[config.mk]
export PLATFORM = sky130hd
export DESIGN_NAME = id_ex_ctrl_stage
export DESIGN_NICKNAME = d
export VERILOG_FILES = /design/src/rtl/id_ex_ctrl_stage.sv
export SDC_FILE = /design/constraint.sdc
export NUM_CORES = 1
export LEC_CHECK = 0
export BUFFER_PORTS_ARGS = -buffer_cell sky130_fd_sc_hd__buf_2
export CAP_MARGIN = 40
export CORE_ASPECT_RATIO = 0.8
export CORE_UTILIZATION = 41
export CTS_CLUSTER_DIAMETER = 150
export DETAILED_ROUTE_END_ITERATION = 10
export MAX_ROUTING_LAYER = met4
export PLACE_DENSITY = 0.79
export SETUP_SLACK_MARGIN = 0.2
export SLEW_MARGIN = 20
export SYNTH_ARGS = -nofsm -noshare
export SYNTH_HDL_FRONTEND = slang
export SYNTH_SLANG_ARGS = --single-unit
[constraint.sdc]
create_clock -name CLK -period 2 [get_ports CLK]
set_clock_uncertainty 0.1 [all_clocks]
set_input_delay 0.4 -clock CLK [delete_from_list [all_inputs] [get_ports CLK]]
set_output_delay 0.4 -clock CLK [all_outputs]
set_load 0.005 [all_outputs]
[src/rtl/id_ex_ctrl_stage.sv]
// rtl/id_ex_ctrl_stage.sv - RV32I decode stage: ID/EX control register, load-use stall, MDU hold
module id_ex_ctrl_stage #(
  parameter int XLEN        = 32,
  parameter bit ENABLE_M    = 1'b1,
  parameter int MDU_LATENCY = 4
) (
  input  logic            CLK,
  input  logic            RST_N,
  input  logic            IF_VALID,
  input  logic [31:0]     IF_IR,
  input  logic [XLEN-1:0] IF_PC,
  input  logic            EX_FLUSH,
  output logic            ID_STALL,
  output logic            MDU_BUSY,
  output logic            EX_VALID,
  output logic [XLEN-1:0] EX_PC,
  output logic [31:0]     EX_IR,
  output logic [4:0]      EX_RS1,
  output logic [4:0]      EX_RS2,
  output logic [4:0]      EX_RD,
  output logic [2:0]      EX_FUNCT3,
  output logic [3:0]      EX_ALU_FUN,
  output logic            EX_ALU_SRCA,
  output logic [1:0]      EX_ALU_SRCB,
  output logic [1:0]      EX_RF_WR_SEL,
  output logic            EX_REG_WRITE,
  output logic            EX_MEM_WRITE,
  output logic            EX_MEM_READ2,
  output logic            EX_BRANCH,
  output logic            EX_JAL,
  output logic            EX_JALR,
  output logic            EX_MDU,
  output logic            EX_ILLEGAL
);

  localparam int CW = $clog2(MDU_LATENCY) + 1;
  localparam logic [CW-1:0] MDU_LOAD = CW'(MDU_LATENCY - 1);

  localparam logic [6:0] OPC_LUI    = 7'b0110111;
  localparam logic [6:0] OPC_AUIPC  = 7'b0010111;
  localparam logic [6:0] OPC_JAL    = 7'b1101111;
  localparam logic [6:0] OPC_JALR   = 7'b1100111;
  localparam logic [6:0] OPC_BRANCH = 7'b1100011;
  localparam logic [6:0] OPC_LOAD   = 7'b0000011;
  localparam logic [6:0] OPC_STORE  = 7'b0100011;
  localparam logic [6:0] OPC_OPIMM  = 7'b0010011;
  localparam logic [6:0] OPC_OP     = 7'b0110011;
  localparam logic [6:0] OPC_SYSTEM = 7'b1110011;

  logic [6:0] opcode;
  logic [2:0] funct3;
  logic [6:0] funct7;
  logic [4:0] rs1, rs2, rd;

  logic [3:0] d_alu_fun;
  logic       d_srca;
  logic [1:0] d_srcb;
  logic [1:0] d_wr_sel;
  logic       d_reg_write, d_mem_write, d_mem_read2;
  logic       d_branch, d_jal, d_jalr, d_mdu, d_illegal;
  logic       uses_rs1, uses_rs2;

  logic [CW-1:0] mdu_cnt;
  logic          mdu_busy;
  logic          load_use;
  logic          kill;

  assign opcode = IF_IR[6:0];
  assign rd     = IF_IR[11:7];
  assign funct3 = IF_IR[14:12];
  assign rs1    = IF_IR[19:15];
  assign rs2    = IF_IR[24:20];
  assign funct7 = IF_IR[31:25];

  // Decode the IF/ID instruction into the control bundle and register-use flags
  always_comb begin
    d_alu_fun   = 4'b0000;
    d_srca      = 1'b0;
    d_srcb      = 2'b00;
    d_wr_sel    = 2'b00;
    d_reg_write = 1'b0;
    d_mem_write = 1'b0;
    d_mem_read2 = 1'b0;
    d_branch    = 1'b0;
    d_jal       = 1'b0;
    d_jalr      = 1'b0;
    d_mdu       = 1'b0;
    d_illegal   = 1'b0;
    uses_rs1    = 1'b1;
    uses_rs2    = 1'b0;
    case (opcode)
      OPC_LUI: begin
        d_alu_fun   = 4'b1001;
        d_srca      = 1'b1;
        d_srcb      = 2'b11;
        d_wr_sel    = 2'b11;
        d_reg_write = 1'b1;
        uses_rs1    = 1'b0;
      end
      OPC_AUIPC: begin
        d_srca      = 1'b1;
        d_srcb      = 2'b11;
        d_wr_sel    = 2'b11;
        d_reg_write = 1'b1;
        uses_rs1    = 1'b0;
      end
      OPC_JAL: begin
        d_jal       = 1'b1;
        d_reg_write = 1'b1;
        uses_rs1    = 1'b0;
      end
      OPC_JALR: begin
        d_jalr      = 1'b1;
        d_srcb      = 2'b01;
        d_reg_write = 1'b1;
      end
      OPC_BRANCH: begin
        d_branch = 1'b1;
        uses_rs2 = 1'b1;
      end
      OPC_LOAD: begin
        d_srcb      = 2'b01;
        d_wr_sel    = 2'b10;
        d_reg_write = 1'b1;
        d_mem_read2 = 1'b1;
      end
      OPC_STORE: begin
        d_srcb      = 2'b10;
        d_mem_write = 1'b1;
        uses_rs2    = 1'b1;
      end
      OPC_OPIMM: begin
        d_srcb      = 2'b01;
        d_wr_sel    = 2'b11;
        d_reg_write = 1'b1;
        d_alu_fun   = (funct3 == 3'b101) ? {IF_IR[30], funct3} : {1'b0, funct3};
      end
      OPC_OP: begin
        uses_rs2 = 1'b1;
        if (funct7 == 7'b0000001) begin
          // M-extension encodings are only legal when the MDU is built in
          if (ENABLE_M) begin
            d_mdu       = 1'b1;
            d_wr_sel    = 2'b11;
            d_reg_write = 1'b1;
          end else begin
            d_illegal = 1'b1;
          end
        end else begin
          d_alu_fun   = {IF_IR[30], funct3};
          d_wr_sel    = 2'b11;
          d_reg_write = 1'b1;
        end
      end
      OPC_SYSTEM: begin
        d_srcb      = 2'b01;
        d_wr_sel    = 2'b01;
        d_reg_write = 1'b1;
      end
      default: d_illegal = 1'b1;
    endcase
  end

  assign mdu_busy = (mdu_cnt != '0);
  assign MDU_BUSY = mdu_busy;

  assign load_use = IF_VALID && EX_VALID && EX_MEM_READ2 && (EX_RD != 5'd0) &&
                    ((uses_rs1 && (rs1 == EX_RD)) || (uses_rs2 && (rs2 == EX_RD)));

  // A flush outranks the MDU hold; the hold outranks load-use and empty IF/ID
  assign kill     = !RST_N || EX_FLUSH || (!mdu_busy && (load_use || !IF_VALID));
  assign ID_STALL = RST_N && !EX_FLUSH && (mdu_busy || load_use);

  // ID/EX register: bubble, hold for the MDU, or capture the decoded bundle
  always_ff @(posedge CLK) begin
    if (kill) begin
      EX_VALID     <= 1'b0;
      EX_PC        <= '0;
      EX_IR        <= '0;
      EX_RS1       <= '0;
      EX_RS2       <= '0;
      EX_RD        <= '0;
      EX_FUNCT3    <= '0;
      EX_ALU_FUN   <= '0;
      EX_ALU_SRCA  <= 1'b0;
      EX_ALU_SRCB  <= '0;
      EX_RF_WR_SEL <= '0;
      EX_REG_WRITE <= 1'b0;
      EX_MEM_WRITE <= 1'b0;
      EX_MEM_READ2 <= 1'b0;
      EX_BRANCH    <= 1'b0;
      EX_JAL       <= 1'b0;
      EX_JALR      <= 1'b0;
      EX_MDU       <= 1'b0;
      EX_ILLEGAL   <= 1'b0;
      mdu_cnt      <= '0;
    end else if (mdu_busy) begin
      mdu_cnt <= mdu_cnt - CW'(1);
    end else begin
      EX_VALID     <= 1'b1;
      EX_PC        <= IF_PC;
      EX_IR        <= IF_IR;
      EX_RS1       <= rs1;
      EX_RS2       <= rs2;
      EX_RD        <= rd;
      EX_FUNCT3    <= funct3;
      EX_ALU_FUN   <= d_alu_fun;
      EX_ALU_SRCA  <= d_srca;
      EX_ALU_SRCB  <= d_srcb;
      EX_RF_WR_SEL <= d_wr_sel;
      EX_REG_WRITE <= d_reg_write;
      EX_MEM_WRITE <= d_mem_write;
      EX_MEM_READ2 <= d_mem_read2;
      EX_BRANCH    <= d_branch;
      EX_JAL       <= d_jal;
      EX_JALR      <= d_jalr;
      EX_MDU       <= d_mdu;
      EX_ILLEGAL   <= d_illegal;
      mdu_cnt      <= d_mdu ? MDU_LOAD : '0;
    end
  end

endmodule

==> results.sh <==
export IMPL_finalHoldViolations=0
export IMPL_synth_fa_ha_area_share_pct=0.761
export IMPL_cts_made_buffers=9
export IMPL_yosysSeqAreaShare_pct=51.8
export IMPL_async_flop_share_pct=0
export IMPL_setup_viol=75
export IMPL_cts_sinks=85
export IMPL_slew_viol_final=0
export IMPL_vias=3133
export IMPL_cts_root_buf="clkbuf_8"
export IMPL_power_density_nw_per_um2=714
export IMPL_dp_cells=578
export IMPL_p_leak_nw=2.44
export IMPL_clk_latency_ns=0.35
export IMPL_antenna_found_initial=0
export IMPL_critPathKind="register to output port"
export IMPL_synth_seq_cells=85
export IMPL_synth_simple_area_share_pct=10.6
export IMPL_status="finished with violations"
export IMPL_layout_common_cells="buf_2 (169), dfxtp_1 (79), a22o_1 (66), buf_4 (38), nand2_1 (24)"
export IMPL_period_minus_slack_ns=2.31
export IMPL_synth_edf_count=0
export IMPL_fin_nets=569
export IMPL_arrival_ns=1.81
export IMPL_die_h_um=82.1
export IMPL_boundaryPins=170
export IMPL_wl_per_cell_um=15.4
export IMPL_hp_class="input port to register"
export IMPL_drc_errors=0
export IMPL_ir_drop_mv=0.276
export IMPL_ctsHtreeMaxLevel=3
export IMPL_grt_overflow_total=0
export IMPL_die_w_um=102
export IMPL_ys_flop_type="dfxtp_1"
export IMPL_cts_tree="yes"
export IMPL_row_count=28
export IMPL_r2r_start="EX_IR[9]"
export IMPL_path_clk_slew_ns=0.10
export IMPL_drt_wl_total_um=9400
export IMPL_cts_hold_fix_buffers=0
export IMPL_setup_tns_ns=-17.35
export IMPL_muxShareOfSynthArea_pct=0
export IMPL_fmax_mhz=432
export IMPL_synth_cell_types=42
export IMPL_core_area_sq_um=7570
export IMPL_multiInputGateArea_sq_um=1400
export IMPL_netlist_area_sq_um=3290
export IMPL_violations="setup timing"
export IMPL_post_route_period_util_pct=116
export IMPL_endpoint_kind="output port"
export IMPL_first_pass_iters=4
export IMPL_final_area_sq_um=4870
export IMPL_synth_xor_area_share_pct=2.93
export IMPL_dpl_cell_area_sq_um=4300
export IMPL_critPathMaxFanout=4
export IMPL_grt_start_max_net_pins=72
export IMPL_viasPerCell=5.14
export IMPL_synth_nets=375
export IMPL_setup_slack_ns=-0.313
export IMPL_crit_path_start_kind="register"
export IMPL_hp_start="IF_PC[5]"
export IMPL_final_common_cell="buf_2"
export IMPL_grt_pass1_wl_um=14100
export IMPL_antenna_left=0
export IMPL_area_growth_pct=48.2
export IMPL_synth_top_family_by_area="compound AO/OA/AOI/OAI gates"
export IMPL_dr_first_iter_drc_count=156
export IMPL_instances_no_fill=609
export IMPL_gp_congestion=0.821
export IMPL_start_util_pct=43.4
export IMPL_slew_headroom_pct=57.1
export IMPL_tightestPinTransition_ns=0.628
export IMPL_required_ns=1.50
export IMPL_max_cap_violations=0
export IMPL_r2r_slack_ns=-0.30
export IMPL_portBuffers=169
export IMPL_syn_avg_cell_area_sq_um=10.8
export IMPL_regArea_sq_um=1710
export IMPL_track_usage_pct=22.7
export IMPL_whs_ns=0.148
export IMPL_rsz0062_at_grt="yes"
export IMPL_grt_pass1_vias=2766
export IMPL_crit_start="EX_IR[8]"
export IMPL_yosysWarnings=0
export IMPL_synth_compound_area_share_pct=24.8
export IMPL_drive_gt1_share_pct=52.6
export IMPL_fillers=631
export IMPL_dp_hpwl_um=6710
export IMPL_antenna_diode_count=0
export IMPL_dieArea_sq_um=8380
export IMPL_clockBufferDepth=2
export IMPL_syn_inst=305
==> cell type report <==
type / count / area share, %
sequential: 85 / 35.1
tap: 105 / 2.70
clock buffer: 9 / 2.54
multi-input combinational: 179 / 28.8
timing repair buffer: 221 / 28.5
clock inverter: 7 / 2.11
inverter: 3 / 0.231
==> layer usage <==
metal	wire length [um]	share of wire, %	GRT usage, %	vias to the layer above
met5	0	0	-	-
met4	119	1.3	8.14	0
met3	544	5.8	5.53	15
met2	4450	47	35.6	127
met1	4280	46	28.5	1498
li1	-	-	-	1493
==> kinds of logic after synthesis <==
logic type / Yosys count
adder cells (fa/ha/maj): 2
AO/OA/AOI/OAI: 100
XOR/XNOR: 11
AND/OR/NAND/NOR: 66
flip-flops: 85
buffers and inverters: 41
==> worst max-delay path: stages, from the launching register on <==
cell and delay [ns]:
dfxtp_2 0.35, or4_4 0.55, o2111ai_2 0.28, a31oi_4 0.13, buf_2 0.15
==> flip-flops by register name, summed over array words and instances (netlist names) <==
register and cells:
EX_ALU_SRCB 2, EX_MDU 1, EX_RF_WR_SEL 2, EX_ILLEGAL 1, EX_BRANCH 1, EX_MEM_READ2 1
EX_IR 32, EX_JAL 1, EX_ALU_SRCA 1, EX_REG_WRITE 1, EX_VALID 1, EX_ALU_FUN 4
EX_PC 32, EX_JALR 1, mdu_cnt 3, EX_MEM_WRITE 1
==> stage by stage <==
| step | power [mW] | util (%) | setup WS [ns] |
|---|---|---|---|
| after CTS | 3.48 | 62.4 | -0.332 |
| after detailed placement | 2.09 | 56.8 | -0.272 |
| after floorplan | 1.93 | - | -0.0599 |
| final | 3.48 | 64.4 | -0.313 |
| after global routing | 3.62 | 64.4 | -0.391 |
| after global placement | 2.08 | 56.8 | -0.205 |
==> Yosys cell counts (all sizes together) (2+ instances only) <==
master	n	area share (%)
nand3	5	0.76
a21oi	4	0.61
a32o	4	1.2
nor2	10	1.1
ha	2	0.76
a22o	66	18
nor2b	3	0.57
nor3	4	0.61
inv	3	0.34
clkbuf	10	1.1
and3	4	0.76
o21ai	12	1.8
xor2	5	1.3
buf	28	7.7
and2	2	0.38
nand2b	6	1.1
xnor2	6	1.6
o22ai	3	0.57
nand2	24	2.7
dfxtp	85	52
or4	2	0.57
==> final timing paths <==
check,end,cells after the start
worst max-delay path,ID_STALL,4
worst min-delay path,EX_PC[5],2
worst max register to register,EX_PC[21],9
worst min register to register,EX_ALU_FUN[3],2
==> power by group <==
group	total, mW	switching, mW	internal [mW]
combinational	0.346	0.150	0.196
sequential	1.75	0.0236	1.73
clock	1.38	0.660	0.724
total	3.48	0.833	2.65
==> repair_timing <==
item	in CTS	in global routing
setup endpoints to repair	79	84
setup buffers	6	5
hold endpoints to repair	0	0
pin swaps	13	2
gates resized for setup	32	11
gates cloned	2	2
Note: power is estimated with default switching activity, not from simulation.
